### src/rtl/snake_move_scheduler.sv
// snake_move_scheduler: buffers direction buttons and issues one snake step per movement tick
//
// Ports:
//   clk, reset       clock, synchronous active-high reset
//   btn_valid        one-cycle strobe qualifying btn_code
//   btn_code         0 none, 1 up, 2 down, 3 left, 4 right, 5 pause, 6-7 ignored
//   step_ack         game logic consumed the outstanding step
//   grow             one-cycle pulse when food is eaten
//   step_req         step request, held until acked
//   step_dir         direction of the outstanding step
//   dir_now          current direction (0 = stopped)
//   paused           high while paused
//   fifo_full        direction FIFO holds FIFO_DEPTH entries
//   overflow         sticky: a direction was dropped on a full FIFO
//   period_now       active tick period in clk cycles
//
// Build option: define SNAKE_ACCEL_EN to let grow shorten the tick period.
module snake_move_scheduler #(
    parameter int TICK_PERIOD  = 6000000,
    parameter int CNT_W        = 23,
    parameter int FIFO_DEPTH   = 4,
    parameter int SPEEDUP_STEP = 250000,
    parameter int MIN_PERIOD   = 1500000
) (
    input  logic             clk,
    input  logic             reset,
    input  logic             btn_valid,
    input  logic [2:0]       btn_code,
    input  logic             step_ack,
    input  logic             grow,
    output logic             step_req,
    output logic [2:0]       step_dir,
    output logic [2:0]       dir_now,
    output logic             paused,
    output logic             fifo_full,
    output logic             overflow,
    output logic [CNT_W-1:0] period_now
);
    localparam int AW = $clog2(FIFO_DEPTH);
    localparam logic [AW:0] FULL = (AW+1)'(FIFO_DEPTH);

    if (FIFO_DEPTH < 2 || (FIFO_DEPTH & (FIFO_DEPTH - 1)) != 0 || MIN_PERIOD < 1 ||
        SPEEDUP_STEP < 1 || MIN_PERIOD > TICK_PERIOD) begin : g_bad_params
        $error("snake_move_scheduler: invalid parameter set");
    end

    typedef enum logic [1:0] {INIT, RUN, WAIT_ACK, PAUSED} state_t;

    state_t           state;
    logic [CNT_W-1:0] cnt;
    logic [2:0]       mem [FIFO_DEPTH];
    logic [AW-1:0]    rd_ptr, wr_ptr;
    logic [AW:0]      count, count_next;
    logic             pause_pending;
    logic             is_dir, is_pause, tick, pop, accept_in, push, drop, turn;
    logic [2:0]       head, rev_now, next_dir;

    always_comb begin
        is_dir     = btn_valid && btn_code >= 3'd1 && btn_code <= 3'd4;
        is_pause   = btn_valid && btn_code == 3'd5;
        // >= rather than == so a grow that shrinks the period below the
        // running count still fires on the next cycle instead of wrapping.
        tick       = state == RUN && !is_pause && cnt >= period_now - CNT_W'(1);
        pop        = tick && count != '0;
        accept_in  = is_dir && (state == RUN || state == WAIT_ACK);
        // A pop in the same cycle frees a slot, so a full FIFO still accepts.
        push       = accept_in && (count != FULL || pop);
        drop       = accept_in && count == FULL && !pop;
        count_next = count + (AW+1)'(push) - (AW+1)'(pop);
        head       = mem[rd_ptr];
        rev_now    = dir_now == 3'd1 ? 3'd2 : dir_now == 3'd2 ? 3'd1 :
                     dir_now == 3'd3 ? 3'd4 : dir_now == 3'd4 ? 3'd3 : 3'd0;
        turn       = pop && head != dir_now && head != rev_now;
        next_dir   = turn ? head : dir_now;
    end

    always_ff @(posedge clk) begin
        if (push) mem[wr_ptr] <= btn_code;
    end

    always_ff @(posedge clk) begin
        if (reset) begin
            state         <= INIT;
            cnt           <= '0;
            rd_ptr        <= '0;
            wr_ptr        <= '0;
            count         <= '0;
            pause_pending <= 1'b0;
            step_req      <= 1'b0;
            step_dir      <= 3'd0;
            dir_now       <= 3'd0;
            paused        <= 1'b0;
            fifo_full     <= 1'b0;
            overflow      <= 1'b0;
        end else begin
            if (push) wr_ptr <= wr_ptr + AW'(1);
            if (pop) rd_ptr <= rd_ptr + AW'(1);
            count     <= count_next;
            fifo_full <= count_next == FULL;
            if (drop) overflow <= 1'b1;
            case (state)
                INIT: if (is_dir) begin
                    dir_now <= btn_code;
                    cnt     <= '0;
                    state   <= RUN;
                end
                RUN: if (is_pause) begin
                    paused <= 1'b1;
                    state  <= PAUSED;
                end else if (tick) begin
                    cnt      <= '0;
                    dir_now  <= next_dir;
                    step_dir <= next_dir;
                    step_req <= 1'b1;
                    state    <= WAIT_ACK;
                end else begin
                    cnt <= cnt + CNT_W'(1);
                end
                WAIT_ACK: begin
                    cnt <= '0;
                    // A pause arriving with the ack still counts toward the toggle.
                    if (step_ack) begin
                        step_req      <= 1'b0;
                        pause_pending <= 1'b0;
                        paused        <= pause_pending ^ is_pause;
                        state         <= (pause_pending ^ is_pause) ? PAUSED : RUN;
                    end else if (is_pause) begin
                        pause_pending <= !pause_pending;
                    end
                end
                PAUSED: if (is_pause) begin
                    cnt    <= '0;
                    paused <= 1'b0;
                    state  <= RUN;
                end
            endcase
        end
    end

`ifdef SNAKE_ACCEL_EN
    localparam logic [CNT_W-1:0] FLOOR = CNT_W'(MIN_PERIOD);
    localparam logic [CNT_W-1:0] STEP  = CNT_W'(SPEEDUP_STEP);

    always_ff @(posedge clk) begin
        if (reset) period_now <= CNT_W'(TICK_PERIOD);
        else if (grow && state != INIT) period_now <= (period_now < FLOOR + STEP) ? FLOOR : period_now - STEP;
    end
`else
    logic unused_grow;

    // Without acceleration the period is fixed and grow has no effect.
    assign unused_grow = grow;
    assign period_now  = CNT_W'(TICK_PERIOD);
`endif
endmodule

### config.mk
export PLATFORM = sky130hd
export DESIGN_NAME = snake_move_scheduler
export DESIGN_NICKNAME = d
export VERILOG_FILES = /design/src/rtl/snake_move_scheduler.sv
export SDC_FILE = /design/constraint.sdc
export NUM_CORES = 1
export LEC_CHECK = 0
export CELL_PAD_IN_SITES_DETAIL_PLACEMENT = 2
export CELL_PAD_IN_SITES_GLOBAL_PLACEMENT = 2
export CORE_MARGIN = 5
export CORE_UTILIZATION = 30
export DETAILED_ROUTE_END_ITERATION = 8
export GPL_ROUTABILITY_DRIVEN = 0
export PLACE_DENSITY_LB_ADDON = 0.1
export REMOVE_ABC_BUFFERS = 1
export SYNTH_ARGS = -nofsm -noshare
export SYNTH_HDL_FRONTEND = slang
export SYNTH_SLANG_ARGS = --single-unit
### constraint.sdc
create_clock -name clk -period 5.2 [get_ports clk]
set_input_delay 1.04 -clock clk [delete_from_list [all_inputs] [get_ports clk]]
set_output_delay 1.04 -clock clk [all_outputs]
set_load 0.01 [all_outputs]
## Word-level counts from Yosys, hierarchy flattened

Memory sizes are Yosys's and may differ from the RTL's. A register that Yosys moved wholly into a read port is not among the register bits.
Cells that the tools add are included.

- $add $sub $neg: 5
- Order comparisons: 3
- Eq/ne operators: 20
- Muxes and demuxes: 35
- Bitwise operators: 2
- Reductions and logical operators: 30

Operators with widths:

| cell | number |
|---|---|
| two-way mux 23 bit | 4 |
| one-hot mux 23 bit (4 select lines) | 1 |
| adder 23 x 1 -> 23 bit, second input constant | 1 |
| greater-or-equal comparator 23 bit, second input constant | 1 |
| two-way mux 3 bit | 7 |
| two-way mux 2 bit | 9 |
| AND reduction 4 bit | 4 |
| == test 3 bit, second input constant | 4 |
| logical AND 1 bit | 12 |
| != test 2 bit, second input constant | 6 |
| two-way mux 1 bit | 10 |
| one-hot mux 2 bit (4 select lines) | 1 |
| == test 3 x 2 -> 1 bit, second input constant | 2 |
| != test 3 bit | 2 |
| != test 3 bit, second input constant | 2 |
| one-hot mux 3 bit (2 select lines) | 1 |
| AND reduction 3 bit | 2 |
| nonzero test 2 bit | 3 |
| nonzero test 3 bit | 2 |
| adder 2 x 1 -> 2 bit, second input constant | 2 |
| == test 2 bit, second input constant | 2 |
| adder 3 x 1 -> 3 bit | 1 |
| == test 3 x 1 -> 1 bit, second input constant | 1 |
| greater-or-equal comparator 3 x 1 -> 1 bit, second input constant | 1 |
| other kinds (11) | 14 |

- Flip-flop bits (word level): 43
- Bits in writable memories: 12
- Bits of input ports: 8
- Output and inout port bits: 33
- Memories: 1

Memory list:

| name | depth | width | read ports | clocked after memory_dff | wr ports | RTL line | source |
|---|---|---|---|---|---|---|---|
| mem | 4 | 3 | 1 | 1 | 1 | 51 | `logic [2:0] mem [FIFO_DEPTH];` |

## Longest topological paths before layout

Gate-level depths: netlist of run 1.

- Depth after elaboration: 12
- Gate-level depth with buffers: 12
- Mapped depth without buffers: 12

## Worst setup path before layout of run 1

No wires, ideal clock.

- Kind: in2reg
- From: input btn_code[1]
- To: register fifo_full
- Library setup time: 0.092 ns
- Arrival time: 3.169 ns
- Required time: 5.108 ns
- Path slack: 1.939 ns
- Stages on the path: 10
- Cells stage by stage: nand4b_1 nand2_1 a211o_1 a41oi_2 inv_1 ha_1 inv_1 ha_1 fa_1 nor4_1

- Word-level cells in the longest chain between the ends: 11
- Elaborated cells on any way between the ends: 16
- Those cells by class: 2 x add/sub; 2 x order compare; 2 x eq/ne; 10 x reduce/logical

RTL lines:

| element | RTL line | source |
|---|---|---|
| start: declaration | 28 | `input logic [2:0] btn_code,` |
| == test 3 bit | 60 | `is_pause = btn_valid && btn_code == 3'd5;` |
| logical AND 1 bit | 60 |  |
| logical NOT 1 bit | 63 | `tick = state == RUN && !is_pause && cnt >= period_now - CNT_W'(1);` |
| logical AND 1 bit (2 in series) | 63 |  |
| logical AND 1 bit | 64 | `pop = tick && count != '0;` |
| logical OR 1 bit | 67 | `push = accept_in && (count != FULL \|\| pop);` |
| logical AND 1 bit | 67 |  |
| adder 3 x 1 -> 3 bit | 69 | `count_next = count + (AW+1)'(push) - (AW+1)'(pop);` |
| subtractor 3 x 1 -> 3 bit * | 69 |  |
| named net count_next[1] | 53 | `logic [AW:0] count, count_next;` |
| == test 3 bit * | 99 | `fifo_full <= count_next == FULL;` |
| end signal: assignment | 93 | `fifo_full <= 1'b0;` |
| end signal: assignment | 99 |  |
| end: declaration | 35 | `output logic fifo_full,` |

Mark *: on every way through the listed nets, which the timed path passes. The rest lies on a longest branch.
A chain may end at the register's enable or synchronous reset.

## Final worst setup path of run 1

Same ends and word-level chain as after synthesis.

==> results of run 1 <==
[layout make-up]
class                           count  area share
Multi-Input combinational cell    258       0.487
Tap cell                          140      0.0483
Timing Repair Buffer               21      0.0531
Sequential cell                    57       0.348
Clock inverter                      7      0.0128
Clock buffer                        9      0.0341
Inverter                           17      0.0176
[how the worst max path moves through the flow]
stage                      to  slack [ps]  cells after the start
finish              fifo_full        1140                     11
global route        fifo_full         910                     11
CTS                 fifo_full        1090                     11
detailed placement  fifo_full         730                     11
global placement    fifo_full         830                     12
floorplan           fifo_full        1930                     10
[through the flow]
stage                util  cells  hold WS, ps
floorplan               -    332          463
global placement    0.323    493          457
detailed placement  0.323    493          467
CTS                 0.339    509          480
global route        0.339    509          509
finish              0.339    509          474
[flip-flops by register name, summed over array words and instances, names as in the netlist, named ones only]
name,count
cnt,23
count,3
dir_now,3
fifo_full,1
mem,12
overflow,1
pause_pending,1
paused,1
rd_ptr,2
state,2
step_dir,3
step_req,1
wr_ptr,2
[power groups by stage]
stage / registers (mW) / logic [mW] / clock network [mW]
final: 0.498 / 0.272 / 0.366
after CTS: 0.499 / 0.279 / 0.387
after detailed placement: 0.509 / 0.277 / 0
after global placement: 0.508 / 0.271 / 0
after floorplan: 0.506 / 0.170 / 0
after global routing: 0.504 / 0.305 / 0.412
[cells in the mapped netlist (2+ instances only)]
cell type  count  area [um2]
nand3_1        6        30.0
nor2b_1        2        12.5
inv_1         17        63.8
edfxtp_1      12         360
a31oi_1        3        18.8
a21o_1         2        15.0
a211oi_1       6        45.0
nor3b_1        5        37.5
xnor2_1       20         175
clkbuf_1      10        37.5
and2_1         8        50.1
a21oi_1       10        50.1
nor2_1        23        86.3
and3_1         5        31.3
nor3_1        31         155
xor2_1         7        61.3
mux2i_1        6        60.1
nor4_1        11        68.8
conb_1         2        7.51
nand2b_1       5        31.3
nand4_1       11        68.8
or3_1          3        18.8
buf_4         24         180
nor4b_1        3        26.3
nand2_1       17        63.8
dfxtp_1       45         901
and4_1         3        26.3
o21ai_0        6        30.0
ha_1          11         138
[cells by family after synthesis]
kind of cell             share of synthesized area
adder cells (fa/ha/maj)                     0.0487
flip-flops                                   0.389
AO/OA/AOI/OAI                               0.0989
XOR/XNOR                                    0.0730
buffers and inverters                       0.0896
multiplexers                                0.0495
AND/OR/NAND/NOR                              0.248
other                                      0.00232
[critical path: cells and delay by family]
kind	cells	cell delay [ps]
buf+inv	3	850
fa+ha+maj	3	920
simple gates	3	780
compound gates	2	710
[layer usage]
metal	vias to the layer above	track usage	routed length (um)
met5	-	0	0
met4	0	0.0356	91
met3	9	0.0340	235
met2	25	0.247	4350
met1	1304	0.173	3900
li1	1246	-	-
==> results.py, run 1 <==
metrics = {
    "cts": {
        "cts_buffers": 9,
        "clock-root-buffer": "clkbuf_8",
        "post-cts-setup-buffers": 0,
        "cts_resized": 0,
        "clock_sinks": 57,
        "cts_tree": "yes",
        "htreeDepth": 3,
        "cts_hold_buffers": 0,
        "max-clock-path-buffers": 2,
        "clkSlewWorstSetupHoldPaths_ps": 80,
        "clkLatencyLatePin_ps": 340,
    },
    "logic_synthesis": {
        "ys_warn_count": 0,
        "syn_inst": 347,
        "ys_seq_area_frac": 0.389,
        "ys_seq_elements": 57,
        "synth.distinct_cells": 62,
        "async_flop_share": 0,
        "synth.avg_cell_area_um2": 9.33,
        "synth.cell_area_mm2": 0.00324,
        "synth_edf_count": 12,
        "dominantRegCellSynth": "dfxtp_1",
    },
    "floorplan": {
        "rows": 38,
        "die_height_um": 114,
        "start_util": 0.303,
        "die_area_mm2": 0.0130,
        "die_width_um": 114,
        "core-area_mm2": 0.0107,
        "pin_count": 41,
    },
    "setup_path": {
        "ff2ff_setup_slack_ps": 1790,
        "cp_slowest_cell": "clkdlybuf4s50_1",
        "crit_start": "btn_code[1]",
        "end_kind": "flop",
        "r2r_start": "cnt[2]",
        "path_class": "input pin to flop",
        "required_ps": 5440,
        "critical_path_arrival_ps": 4290,
        "max_stage_delay_ps": 710,
        "r2r_end": "fifo_full",
        "path_cells": "clkdlybuf4s50_1, nand4b_1, nand2_1, a211o_1, a41oi_2, inv_1, ha_1, inv_1, ha_1, fa_1, nor4_1",
        "rr_worst_depth": 10,
        "start_kind": "input pin",
        "critPathMaxFanout": 10,
    },
    "routing": {
        "wl_per_cell_um": 16.8,
        "routed_via_density": 5.08,
        "drt-pass1-iter-count": 4,
        "drtAntennaViolNets": 0,
        "wirelength_um": 8570,
        "drc": 0,
        "vias": 2584,
        "dr.first_iter.drc_count": 92,
    },
    "sta": {
        "rsz0062_at_grt": "false",
        "fin_skew_ps": 7.44,
        "fin_setup_tns_ps": 0,
        "setup_slack_ps": 1140,
        "drv_slew": 0,
        "setup_viol": 0,
        "hold_violations": 0,
        "worst_pin_slew_ps": 919,
        "fmax_mhz": 247,
        "finalCritPeriodShare": 0.780,
        "finalCriticalPeriod_ps": 4060,
        "max_slew_margin": 0.387,
    },
    "run_status": {
        "status": "complete, no violations",
    },
    "global_route": {
        "grt-ovfl-total": 0,
        "grt_pass1_vias": 2867,
        "antenna_found_initial": 0,
        "grt_usage": 0.141,
        "grt_pass1_wl_um": 14700,
        "grt_max_degree": 47,
    },
    "power_and_ir_drop": {
        "leakage_nw": 1.24,
        "irDropWorstVdd_mv": 0.106,
        "pwr-share-comb": 0.239,
        "p_seq_frac": 0.438,
        "internal-power_mw": 0.745,
        "p_per_area_mw_per_mm2": 313,
        "pwr-share-clk": 0.322,
        "power.total_mw": 1.14,
        "net-switching-power_mw": 0.391,
        "switching_share": 0.344,
    },
    "hold_path": {
        "hp-class": "flop to flop",
        "whs_endpoint": "overflow",
        "hold_depth": 2,
        "worstHoldStart": "overflow",
    },
    "placement": {
        "hpwl_um": 6020,
        "io_buffers": 16,
        "dp_slack_ps": 734,
        "placed_area_mm2": 0.00346,
    },
    "finish": {
        "num-fill-cells": 1233,
        "seq_area_mm2": 0.00126,
        "antennaDiodeCount": 0,
        "area_growth_pct": 12.1,
        "final_area_mm2": 0.00363,
        "nets": 384,
        "multi_input_area_mm2": 0.00177,
        "most-common-layout-cells": "dfxtp_1, nor3_1, nor2_1, conb_1, xnor2_1",
        "final_common_cell": "dfxtp_1",
        "drive_gt1_frac": 0.0867,
    },
    "run": {
        "max_cap_viol_count": 0,
    },
}
No activity file was read; power rests on OpenSTA's default activity.
==> inputs of run 2 (changes only) <==
Clock period 5.2 ns to 3.7 ns, I/O delays scaled along.
==> run 2 against run 1 <==
Compared with the run above:
- combinational power rose by 46%
- clock power rose by 77%
- worst setup slack worse by 640 ps
- power is 54% higher
- critical path depth unchanged
- critical path type is now flop to flop
- critical endpoint unchanged
- largest cell class unchanged
- largest power group unchanged
==> results.py, run 2 (same netlist as run 1, synthesis figures left out) <==
metrics = {
    "routing": {
        "wirelength_um": 8820,
        "dr.first_iter.drc_count": 64,
        "drc": 0,
        "wl_per_cell_um": 17.1,
        "drt-pass1-iter-count": 4,
        "routed_via_density": 5.03,
        "vias": 2601,
        "drtAntennaViolNets": 0,
    },
    "cts": {
        "htreeDepth": 3,
        "cts_buffers": 9,
        "clock_sinks": 57,
        "clkLatencyLatePin_ps": 350,
        "clock-root-buffer": "clkbuf_8",
        "cts_tree": "yes",
        "cts_resized": 0,
        "post-cts-setup-buffers": 0,
        "max-clock-path-buffers": 2,
        "clkSlewWorstSetupHoldPaths_ps": 80,
        "cts_hold_buffers": 0,
    },
    "setup_path": {
        "crit_start": "cnt[0]",
        "r2r_start": "cnt[0]",
        "start_kind": "flop",
        "r2r_end": "fifo_full",
        "end_kind": "flop",
        "rr_worst_depth": 11,
        "required_ps": 3940,
        "path_class": "flop to flop",
        "endpoint": "fifo_full",
        "ff2ff_setup_slack_ps": 500,
        "critPathMaxFanout": 5,
        "critical_path_arrival_ps": 3440,
    },
    "finish": {
        "num-fill-cells": 1213,
        "largest_reg_flops": 23,
        "area_growth_pct": 15.1,
        "top_register": "cnt",
        "antennaDiodeCount": 0,
        "drive_gt1_frac": 0.103,
        "reg_top3": "cnt (23), mem (12)",
        "most-common-layout-cells": "dfxtp_1, nor3_1, nor2_1, conb_1, xnor2_1",
        "nets": 392,
        "final_common_cell": "dfxtp_1",
    },
    "sta": {
        "fin_skew_ps": 9.67,
        "fmax_mhz": 313,
        "fin_setup_tns_ps": 0,
        "drv_slew": 0,
        "setup_viol": 0,
        "finalCritPeriodShare": 0.865,
        "hold_violations": 0,
        "setup_slack_ps": 500,
        "rsz0062_at_grt": "false",
        "finalCriticalPeriod_ps": 3200,
    },
    "global_route": {
        "grt_usage": 0.144,
        "grt-ovfl-total": 0,
        "antenna_found_initial": 0,
        "grt_pass1_vias": 2864,
        "grt_pass1_wl_um": 14800,
        "grt_max_degree": 26,
    },
    "floorplan": {
        "rows": 38,
        "die_width_um": 114,
        "die_area_mm2": 0.0130,
        "die_height_um": 114,
        "pin_count": 41,
        "start_util": 0.303,
        "core-area_mm2": 0.0107,
    },
    "placement": {
        "hpwl_um": 6340,
        "io_buffers": 16,
        "dp_slack_ps": 128,
    },
    "power_and_ir_drop": {
        "irDropWorstVdd_mv": 0.152,
        "p_per_area_mw_per_mm2": 468,
        "leakage_nw": 1.30,
    },
    "hold_path": {
        "hp-class": "flop to flop",
    },
    "run": {
        "max_cap_viol_count": 0,
    },
    "run_status": {
        "status": "complete, no violations",
    },
}
## run 2: layer usage
metal | GRT usage | routed length (um) | vias up
met3 | 0.0228 | 205 | 15
li1 | - | - | 1266
met1 | 0.174 | 3970 | 1289
met4 | 0.0649 | 197 | 0
met5 | 0 | 0 | -
met2 | 0.252 | 4450 | 31
## run 2: critical path, cell delays in order (launching register included)
cell     delay, ps
dfxtp_1        410
ha_1           280
a21oi_1         60
or4_1          480
a211o_1        340
a41oi_2        230
inv_1           70
ha_1           270
inv_1           40
ha_1           180
fa_1           460
nor4_1         280
## run 2: stage by stage
stage	cells	power, mW	hold WS [ps]	utilization	area [um2]
detailed placement	501	1.11	471	0.329	3520
CTS	517	1.77	483	0.348	3730
floorplan	332	0.949	463	-	3090
finish	517	1.74	490	0.348	3730
global route	517	1.85	540	0.348	3730
global placement	501	1.11	460	0.329	3520
## run 2: how the worst min path moves through the flow
stage	depth (start not counted)	start	end
after floorplan	2	overflow	overflow
after global placement	2	overflow	overflow
after global routing	2	overflow	overflow
final	2	overflow	overflow
after detailed placement	2	overflow	overflow
after CTS	2	overflow	overflow
## run 2: layout make-up
type / count / area (um2) / area share
clock buffer: 9 / 124 / 0.0332
clock inverter: 7 / 85.1 / 0.0228
inverter: 17 / 63.8 / 0.0171
multi-input combinational: 258 / 1770 / 0.474
sequential: 57 / 1260 / 0.338
tap: 140 / 175 / 0.0470
timing repair buffer: 29 / 253 / 0.0678
## run 2: report_power, final
part           internal [mW]  switching, mW  total, mW
Clock                  0.372          0.276      0.648
Combinational          0.155          0.241      0.396
Sequential             0.663         0.0380      0.701
